$ cat src/rtl/bus_arbiter_mux.sv
// Registered bus multiplexer with request arbitration (round-robin or fixed priority),
// bounded lock continuation and a control-unit force path.
module bus_arbiter_mux #(
    parameter int WIDTH    = 32,
    parameter int NSRC     = 24,
    parameter int SELW     = 5,
    parameter int RR_MODE  = 1,
    parameter int LOCK_MAX = 8
) (
    input  logic                    clock,
    input  logic                    clear,
    input  logic [NSRC*WIDTH-1:0]   src_data,
    input  logic [NSRC-1:0]         req,
    input  logic                    lock,
    input  logic                    force_en,
    input  logic [SELW-1:0]         force_sel,
    output logic [WIDTH-1:0]        bus_out,
    output logic                    bus_valid,
    output logic [NSRC-1:0]         grant,
    output logic [SELW-1:0]         grant_id,
    output logic                    locked
);

    typedef enum logic [1:0] {IDLE, OWN, HOLD} state_t;

    localparam logic [SELW-1:0] RR_INIT = SELW'(NSRC - 1);
    localparam logic [SELW:0]   NSRC_W  = (SELW + 1)'(NSRC);
    localparam logic [7:0]      CNT_MAX = 8'(LOCK_MAX - 1);

    state_t            state_q, state_d;
    logic [SELW-1:0]   owner_q, owner_d;
    logic [SELW-1:0]   rr_q, rr_d;
    logic [7:0]        cnt_q, cnt_d;
    logic [WIDTH-1:0]  bus_q, bus_d;
    logic              locked_q, locked_d;

    logic [WIDTH-1:0]  src_arr [NSRC];
    logic [NSRC-1:0]   owner_oh;
    logic [NSRC-1:0]   others;
    logic [NSRC-1:0]   cand;
    logic              mask_prev;
    logic              win_found;
    logic [SELW-1:0]   win_idx;
    logic [SELW-1:0]   pos;

    function automatic logic [SELW-1:0] wrap_idx(input logic [SELW-1:0] base, input int off);
        int s;
        s = int'(base) + off;
        if (s >= NSRC) s = s - NSRC;
        return s[SELW-1:0];
    endfunction

    generate
        for (genvar gi = 0; gi < NSRC; gi++) begin : g_src
            assign src_arr[gi]  = src_data[gi*WIDTH +: WIDTH];
            assign owner_oh[gi] = (state_q != IDLE) && (owner_q == SELW'(gi));
        end
    endgenerate

    // An owner whose lock budget is spent yields once, but only to a competing requester.
    assign others    = req & ~owner_oh;
    assign mask_prev = (state_q != IDLE) && (cnt_q == CNT_MAX) && (|others);
    assign cand      = mask_prev ? others : req;

    always_comb begin
        win_found = 1'b0;
        win_idx   = '0;
        pos       = '0;
        for (int i = 0; i < NSRC; i++) begin
            pos = (RR_MODE != 0) ? wrap_idx(rr_q, i + 1) : wrap_idx('0, i);
            if (!win_found && cand[pos]) begin
                win_found = 1'b1;
                win_idx   = pos;
            end
        end
    end

    always_comb begin
        state_d  = state_q;
        owner_d  = owner_q;
        rr_d     = rr_q;
        cnt_d    = cnt_q;
        locked_d = 1'b0;
        if (force_en) begin
            cnt_d = '0;
            if ({1'b0, force_sel} < NSRC_W) begin
                state_d = OWN;
                owner_d = force_sel;
            end else begin
                state_d = IDLE;
                owner_d = '0;
            end
        end else if (state_q != IDLE && lock && req[owner_q] && cnt_q < CNT_MAX) begin
            state_d  = HOLD;
            cnt_d    = cnt_q + 8'd1;
            locked_d = 1'b1;
        end else if (win_found) begin
            state_d = OWN;
            owner_d = win_idx;
            cnt_d   = '0;
            if (RR_MODE != 0) rr_d = win_idx;
        end else begin
            state_d = IDLE;
            owner_d = '0;
            cnt_d   = '0;
        end
        bus_d = (state_d != IDLE) ? src_arr[owner_d] : '0;
    end

    always_ff @(posedge clock) begin
        if (!clear) begin
            state_q  <= IDLE;
            owner_q  <= '0;
            rr_q     <= RR_INIT;
            cnt_q    <= '0;
            bus_q    <= '0;
            locked_q <= 1'b0;
        end else begin
            state_q  <= state_d;
            owner_q  <= owner_d;
            rr_q     <= rr_d;
            cnt_q    <= cnt_d;
            bus_q    <= bus_d;
            locked_q <= locked_d;
        end
    end

    assign bus_out   = bus_q;
    assign bus_valid = (state_q != IDLE);
    assign grant     = owner_oh;
    assign grant_id  = owner_q;
    assign locked    = locked_q;

endmodule

$ cat config.mk
export PLATFORM = sky130hd
export DESIGN_NAME = bus_arbiter_mux
export DESIGN_NICKNAME = d
export VERILOG_FILES = /design/src/rtl/bus_arbiter_mux.sv
export SDC_FILE = /design/constraint.sdc
export NUM_CORES = 1
export LEC_CHECK = 0
export ABC_CLOCK_PERIOD_IN_PS = 10800
export CAP_MARGIN = 20
export CORE_AREA = 2 2 332 334
export CTS_CLUSTER_DIAMETER = 200
export DETAILED_ROUTE_END_ITERATION = 8
export DIE_AREA = 0 0 334 336
export GPL_TIMING_DRIVEN = 0
export PLACE_DENSITY_LB_ADDON = 0.05
export SETUP_SLACK_MARGIN = 0.4
export SLEW_MARGIN = 20
export SYNTH_ARGS = -nofsm -noshare
export SYNTH_HDL_FRONTEND = slang
export SYNTH_SLANG_ARGS = --single-unit
$ cat constraint.sdc
create_clock -name clock -period 10.8 [get_ports clock]
set_input_delay 2.16 -clock clock [delete_from_list [all_inputs] [get_ports clock]]
set_output_delay 2.16 -clock clock [all_outputs]
set_load 0.01 [all_outputs]
**Yosys cells after proc, flatten, opt, wreduce, memory -nomap -nowiden**

Index checks and enable logic that the tools add are counted.

- Word-level logic and storage cells: 355
- Register bits: 53
- Output and inout port bits: 63
- Input bits: 801

- Equality and inequality tests: 24
- Bitwise logic cells: 6
- Add/subtract/negate cells: 49
- Reduce and logical (&&, ||, !) cells: 83
- $lt $le $gt $ge: 52
- Muxes and demuxes: 135

Operators by type and width:

| kind | count |
|---|---|
| $mux W5 | 52 |
| $bmux W32 S5 | 1 |
| $lt A5 B6 Y1 const B | 25 |
| $ge A6 B5 Y1 const B | 24 |
| $bmux W1 S5 | 25 |
| $sub A5 B5 Y5 const B | 24 |
| $mux W32 | 2 |
| $add A5 B5 Y6 const B | 9 |
| $logic_and A1 B1 Y1 | 52 |
| $mux W1 | 52 |
| $add A5 B4 Y6 const B | 8 |
| $eq A5 B4 Y1 const B | 8 |
| $eq A5 B5 Y1 const B | 8 |
| $add A5 B3 Y6 const B | 4 |
| $and A24 B24 Y24 | 1 |
| $mux W24 | 1 |
| $not A24 Y24 | 1 |
| $reduce_or A24 Y1 | 1 |
| $logic_not A1 Y1 | 23 |
| $eq A5 B3 Y1 const B | 4 |
| $add A5 B2 Y6 const B | 2 |
| $eq A5 B2 Y1 const B | 2 |
| $add A8 B1 Y8 const B | 1 |
| $eq A8 B3 Y1 const B | 1 |
| 14 further kinds | 18 |

**Logic depth before layout (Yosys ltp)**

Gate-level depths: netlist of the first run.

- Depth in word-level cells: 86
- Mapped depth: 31
- Gate-level depth less buffers: 24

**Worst setup path after synthesis of the first run**

OpenSTA, ideal clock, no wires.

- Kind: input to register
- From: in req[15]
- To: reg bus_q[31] (netlist: bus_out[31])
- Path buffers: 4
- Stages on the path: 24
- Slack: 3035 ps
- Setup time: 119 ps
- Required time: 10681 ps
- Data arrival time: 7646 ps
- Path through: buf_1 > o32a_1 > o22a_1 > nor4_4 > buf_6 > a211oi_1 > or3_1 > a41oi_1 > a31oi_1 > o311a_1 > and2_0 > clkbuf_1 > and4_1 > nand3_1 > nand4b_1 > or4bb_1 > and3_1 > nor2_4 > buf_4 > mux4_2 > and3_1 > a311oi_1 > a311oi_1 > o221a_1

- Longest elaborated chain between the ends: 83
- Elaborated cells on any way between the ends: 162
- Those cells by class: mux (108); bitwise (2); reduce/logical (52)

Ends and longest elaborated chain:

| element | RTL line | RTL |
|---|---|---|
| from (decl) | 13 | `input logic [NSRC-1:0] req,` |
| $and A24 B24 Y24 | 61 | `assign others = req & ~owner_oh;` |
| $reduce_or A24 Y1 | 62 | `assign mask_prev = (state_q != IDLE) && (cnt_q == CNT_MAX) && (\|others);` |
| $logic_and A1 B1 Y1 | 62 |  |
| $mux W24 | 63 | `assign cand = mask_prev ? others : req;` |
| $bmux W1 S5 | 71 | `if (!win_found && cand[pos]) begin` |
| $mux W1 (implied by the code) | 71 |  |
| $mux W1 | 71 |  |
| $logic_not A1 Y1 | 71 |  |
| (+66 left out) | n/a |  |
| $logic_and A1 B1 Y1 | 71 |  |
| $mux W5 / $mux W1 (equally long branches) | 71 |  |
| $mux W5 | 97 | `end else if (win_found) begin` |
| $mux W5 | 93 | `end else if (state_q != IDLE && lock && req[owner_q] && cnt_q < CNT_MAX) begin` |
| $mux W5 | 84 | `if (force_en) begin` |
| $not A5 Y6 (implied by the code) | 107 | `bus_d = (state_d != IDLE) ? src_arr[owner_d] : '0;` |
| $bmux W32 S5 | 107 |  |
| $mux W32 (implied by the code) (2 in series) | 107 |  |
| to (signal assigned) | 123 | `bus_q <= bus_d;` |
| to (decl) | 34 | `logic [WIDTH-1:0] bus_q, bus_d;` |

Parallel ways exist; a longest one is shown, timed or not. The select of a mux whose other input is x is not followed.
A chain may end at the register's enable or synchronous reset.

**Worst setup path in the final report of the first run**

- From: in req[20]
- To: reg bus_q[10] (netlist: bus_out[10])

The elaborated chain is that of the path after synthesis.

==> summary.txt, run 1 <==
Global routing
  • Antenna violations before repair: 119
  • Vias in the first global route: around 25000
  • First-pass GRT wire length: about 240000 um
  • Largest net degree at the start of global routing: 20
  • Grt ovf: 0
  • GR Util All Layers: a little under a third

Floorplan
  • Die area: 0.112 mm^2
  • Num ports: roughly 860
  • Chip width: about 330 um
  • Initial core utilization: 15.5%
  • Rows: ~120
  • Core area: about 0.11 mm^2
  • Die height: 336 um

Drt
  • WL met2: around 86000 um
  • DR pass1 iterations: 6
  • Met3 Routed Length: 18100 um
  • Vias/cell: 5.40
  • Drt total wl: about 190000 um
  • Antenna-violating nets left: 0
  • Initial DRC count: about 3200
  • Top sig layer: met5
  • DR DRC count: 0
  • Routed vias: 26200
  • Drt wl/cell: slightly below 40 um
  • M1 wire length: just under 80000 um

Run
  • Max Cap Viol: 0

Setup path
  • Element type at the critical path end: register
  • Worst EP arrival: ~10 ns
  • Worst r2r dst: bus_out[10]
  • Worst R2R Setup Slack: 0.60 ns
  • Reg2Reg Launch Point: rr_q[1]
  • CP startpoint kind: primary input
  • Worst endpoint required time: 10.93 ns
  • Worst-path fanout max: 10
  • FF-to-FF path depth: 26
  • CP Class: in -> reg

CTS
  • Num CTS Buffers: 5
  • Hold-fix buffers, CTS: 0
  • CTS clk-pin slew, worst paths: roughly 0.12 ns
  • Bufs on Longest Clock Path: 2
  • Clk Latency, worst-skew pair: ~0.36 ns
  • # H-tree levels: 2
  • Clock sinks: 53
  • Root buffer cell: clkbuf_16
  • CTS tree: yes

Timing
  • Max Transition Viols Final: 0
  • Hold Vio Cnt, Final: 0
  • Clock skew: roughly 0.026 ns
  • Final setup vio count: 0
  • Worst Max-Slew Pin Slew: about 1.2 ns
  • Fmax: 0.0966 GHz
  • Slew headroom: about a fifth
  • Worst hold slack: 0.466 ns
  • Period utilisation layout: 95.9%
  • RSZ-0062 raised after global routing: yes
  • Post-route minimum period: 10.35 ns

Synth
  • EDFF count, synth: 0
  • Sequential fraction of the synthesis area: ~6.3%
  • Cell Area, Synth: 0.0168 mm^2
  • Netlist cell types: ~120
  • YS warnings: 0
  • Syn Inst Count: ~2500
  • Yosys reg bits: 53
  • Post-synth top area share: a little over an eighth
  • Asr flop ratio synth: 0%
  • Synth Area per Inst: roughly 6.7 um^2
  • Largest cells by area after synthesis: nand2_1 (13%), mux2i_1 (12%), dfxtp_1 (6.3%)
  • Post-synth top flop: dfxtp_1
  • Synth area leader: nand2_1

Final layout
  • Total Nets Final: around 4200
  • Area occupied by multi-input gates: approximately 0.015 mm^2
  • Layout cells sized above 1: around 8.3%
  • FILL cells: around 12000
  • P&R area growth vs syn: 64.9%
  • FF+latch area: 0.00106 mm^2

Place
  • Post-DP HPWL: about 160000 um
  • Gpl congestion: 1.00
  • Port buffer count: roughly 860

Worst hold path
  • Hold Path Sink: cnt_q[0]
  • Hold wc startpoint: cnt_q[0]
  • Hold Crit Depth: 1
  • Worst hold path class: reg -> reg

Status
  • Status: finished clean
-- kinds of logic (layout without fill, tap and decap cells) --
kind of cell               Yosys count  after routing  share of synthesized area (%)
AOI/OAI and AO/OA                  764            764                           34.4
xor gates and xnor gates            36             36                           1.88
other                                1             47                         0.0224
buffers and inverters              261           1136                           7.29
adders and majority gates           26             26                           1.94
DFF                                 53             53                           6.33
and+or+nand+nor                   1127           1127                           30.8
muxes                              248            248                           17.4
-- worst max path at each step --
stage	cells after the start	end	from
2_1_floorplan	24	bus_out[31]	req[15]
3_3_place_gp	27	bus_out[10]	rr_q[2]
3_5_place_dp	25	bus_out[10]	req[20]
4_1_cts	26	bus_out[7]	req[20]
5_1_grt	26	bus_out[10]	req[13]
6_report	26	bus_out[10]	req[20]
-- cells in the final DEF (no fill, tap or decap), types with 53 or more instances in the layout --
cell type          n
mux2i_1          200
o21ai_0           81
nand2_1          584
nor2_1           159
dfxtp_1           53
clkdlybuf4s50_1  858
a21oi_1           93
nand3_1          142
a31oi_1           84
clkbuf_1          86
-- final cells by class --
class	instances	area share, %
Antenna cell	43	0.389
Buffer	216	3.96
Clock buffer	5	0.453
Clock inverter	3	0.122
Inverter	45	0.616
Multi-Input combinational cell	2205	52.9
Sequential cell	53	3.84
Tap cell	1414	6.40
Timing Repair Buffer	867	31.3
-- through the flow --
stage	setup WS (ns)	std cells	TNS, ns	cell area [um^2]	utilization [%]
after global placement	-1.61	4791	-35.78	27100	25.0
after detailed placement	-0.892	4794	-11.84	27200	25.1
after floorplan	3.03	2519	0	16800	-
after global routing	0.266	4818	0	27500	25.4
after CTS	0.400	4808	0	27500	25.3
final	0.448	4851	0	27600	25.5
-- worst max-delay path: stages --
cell,delay [ns]
clkdlybuf4s50_1,0.67
and4b_1,0.25
a41o_1,0.25
o32a_1,0.18
and4_4,0.18
buf_6,0.14
buf_6,0.17
a21boi_0,0.53
o22ai_1,0.29
or2_2,0.34
o211ai_1,0.53
and3b_1,0.25
buf_4,0.17
nand4_4,0.20
or3_1,0.56
nor3_1,0.45
a31oi_1,0.13
o211a_1,0.19
nor4b_1,0.54
o21ai_2,0.33
nand2_1,0.29
buf_4,0.29
buf_2,0.41
a31oi_2,0.30
a22oi_2,0.39
a41oi_1,0.27
-- routing by layer --
layer | track usage (%) | vias up
met4 | 5.15 | 74
li1 | - | 11300
met1 | 42.1 | 13100
met2 | 52.6 | 1511
met5 | 0 | -
met3 | 7.98 | 247
-- what timing repair did --
item | 4_1_cts | 5_1_grt
buffers inserted | 6 | 0
setup endpoints to repair | 33 | 27
cloned | 0 | 0
pin swaps | 3 | 0
gates resized for setup | 23 | 39
-- Yosys cell counts, types with 43 or more instances --
master	instances
nand2_1	584
buf_2	52
a211oi_1	46
inv_1	43
clkbuf_1	104
a21oi_1	94
mux2i_1	202
nor3_1	45
dfxtp_1	53
a22oi_1	46
o21ai_0	86
nor2_1	159
a31oi_1	85
nand3_1	142
-- registers in the layout, summed over array words and instances (netlist names) --
signal,cells
bus_out,32
cnt_q,8
grant_id,5
locked,1
rr_q,5
state_q,2
Power of run 1 is not shown: default switching activity piles up to over one toggle a cycle in this logic, so the estimate is an artifact.
==> inputs of run 2 (changes only) <==
--- a/config.mk
+++ b/config.mk
@@ -12,7 +12,7 @@
 export DETAILED_ROUTE_END_ITERATION = 8
 export DIE_AREA = 0 0 334 336
 export GPL_TIMING_DRIVEN = 0
-export PLACE_DENSITY_LB_ADDON = 0.05
+export PLACE_DENSITY = 0.39
 export SETUP_SLACK_MARGIN = 0.4
 export SLEW_MARGIN = 20
 export SYNTH_ARGS = -nofsm -noshare
==> run 2 against run 1 <==
Compared with the run above: critical path depth shrank 2; wire length up 4.3%; clock-buffer cell count is the same; global-route usage is 1.3 points higher; sequential share of layout area hardly changed; non-clock buffer count is 4 higher; clock skew is 0.0054 ns higher; critical path type unchanged.
==> summary.txt, run 2 (synthesized netlist as in run 1, its figures left out) <==
Timing
  • Slew headroom: a little under a quarter
  • Final setup vio count: 0
  • Post-route minimum period: about 10 ns
  • Worst Max-Slew Pin Slew: approximately 1.1 ns
  • Hold Vio Cnt, Final: 0
  • Clock skew: 0.0315 ns
  • Period utilisation layout: a little over nine tenths
  • Max Transition Viols Final: 0
  • Fmax: about 0.096 GHz
  • RSZ-0062 raised after global routing: yes

Floorplan
  • Rows: about 120
  • Chip width: 334 um
  • Die height: around 340 um
  • Die area: ~0.11 mm^2
  • Initial core utilization: around 15%
  • Num ports: ~860
  • Core area: approximately 0.11 mm^2

Global routing
  • Largest net degree at the start of global routing: 18
  • First-pass GRT wire length: around 250000 um
  • Grt ovf: 0
  • Vias in the first global route: roughly 25000
  • GR Util All Layers: approximately 33%
  • Antenna violations before repair: 151

Setup path
  • Element type at the critical path end: register
  • Crit-path cells: clkdlybuf4s50_1 > inv_1 > a221o_1 > and4_4 > buf_6 > a21boi_1 > or3_1 > o21ai_0 > a221o_1 > a221oi_4 > nand2_1 > or3_1 > nor3_1 > a31oi_1 > o211a_1 > nor4b_2 > o21a_1 > buf_4 > nor2_4 > buf_6 > buf_2 > nor2_2 > a21oi_1 > a31oi_2
  • Worst-path fanout max: 10
  • Worst EP arrival: 10.66 ns
  • Bufs and invs on worst path: 6
  • CP Class: in -> reg
  • CP startpoint kind: primary input
  • CP max stage delay: ~0.8 ns
  • Worst endpoint required time: between 10 and 15 ns
  • Crit-path slowest cell: clkdlybuf4s50_1
  • CP delay by family, top: compound AO/OA/AOI/OAI gates

CTS
  • Clock sinks: 53
  • Root buffer cell: clkbuf_16
  • Bufs on Longest Clock Path: 2
  • CTS tree: yes
  • Clk Latency, worst-skew pair: 0.38 ns
  • Num CTS Buffers: 5
  • CTS clk-pin slew, worst paths: 0.10 ns
  • Hold-fix buffers, CTS: 0
  • # H-tree levels: 2

Final layout
  • Final Non-Filler Cells: between 4000 and 5000
  • Commonest non-fill, non-tap cell in the layout: clkdlybuf4s50_1
  • Layout cells sized above 1: around 8.7%
  • Commonest non-fill, non-tap cells in the layout: clkdlybuf4s50_1 (858), nand2_1 (584), mux2i_1 (201), nor2_1 (158), nand3_1 (141)
  • Total Nets Final: 4224
  • Post-route cell area: about 0.028 mm^2
  • Max FFs per register: 32
  • P&R area growth vs syn: 65.8%

Status
  • Status: finished clean

Drt
  • Initial DRC count: around 3600
  • DR pass1 iterations: 7
  • Vias/cell: 5.54
  • Drt total wl: approximately 200000 um
  • Routed vias: approximately 27000
  • DR DRC count: 0
  • Drt wl/cell: around 40 um
  • Antenna-violating nets left: 0

Place
  • Post-DP HPWL: 169000 um
  • Placed Area: approximately 0.027 mm^2
  • Cells after DPL: 4791
  • Gpl congestion: approximately 1.0
  • Port buffer count: around 860

Run
  • Max Cap Viol: 0

Worst hold path
  • Worst hold path class: reg -> reg
## run 2: cell types whose count changed in the layout (fill, tap and decap cells not counted), sizes merged
cell	change
diode	+25
clkbuf	+3
clkinv	-2
buf	+1
clkinvlp	+1
inv	+1
## run 2: through the flow
step	hold WS (ns)	setup slack [ns]	TNS [ns]	util [%]
6_report	0.460	0.392	0	25.6
2_1_floorplan	0.421	3.03	0	-
3_3_place_gp	0.443	-1.91	-42.78	25.0
4_1_cts	0.464	0.375	0	25.3
5_1_grt	0.498	0.390	0	25.5
3_5_place_dp	0.446	-0.859	-21.09	25.0
## run 2: worst paths after layout
check / cells after the start / slack [ns] / start / to
worst max-delay path: 24 / 0.39 / req[12] / bus_out[27]
worst min-delay path: 1 / 0.46 / cnt_q[0] / cnt_q[0]
worst max register to register: 25 / 0.41 / rr_q[1] / bus_out[27]
worst min register to register: 1 / 0.46 / cnt_q[0] / cnt_q[0]
## run 2: layout make-up
type	count	area, um^2
antenna	68	170
buffer	216	1120
clock buffer	5	125
clock inverter	3	21.3
fill	12300	80600
inverter	45	169
multi-input combinational	2205	14700
sequential	53	1060
tap	1414	1770
timing repair buffer	871	8690
## run 2: per-layer routing
| metal | up-vias | part of all wire, % | GRT usage [%] |
|---|---|---|---|
| met5 | - | 0.24 | 0 |
| met4 | 72 | 3.3 | 9.23 |
| met3 | 317 | 12 | 13.1 |
| met2 | 1868 | 44 | 52.4 |
| met1 | 13400 | 40 | 41.4 |
| li1 | 11400 | - | - |
## run 2: timing repair
item	4_1_cts	5_1_grt
setup buffers	7	6
gates resized for setup	37	29
endpoints found under the setup margin	33	32
pin swaps	2	3
Power of run 2 is left out for the same reason.
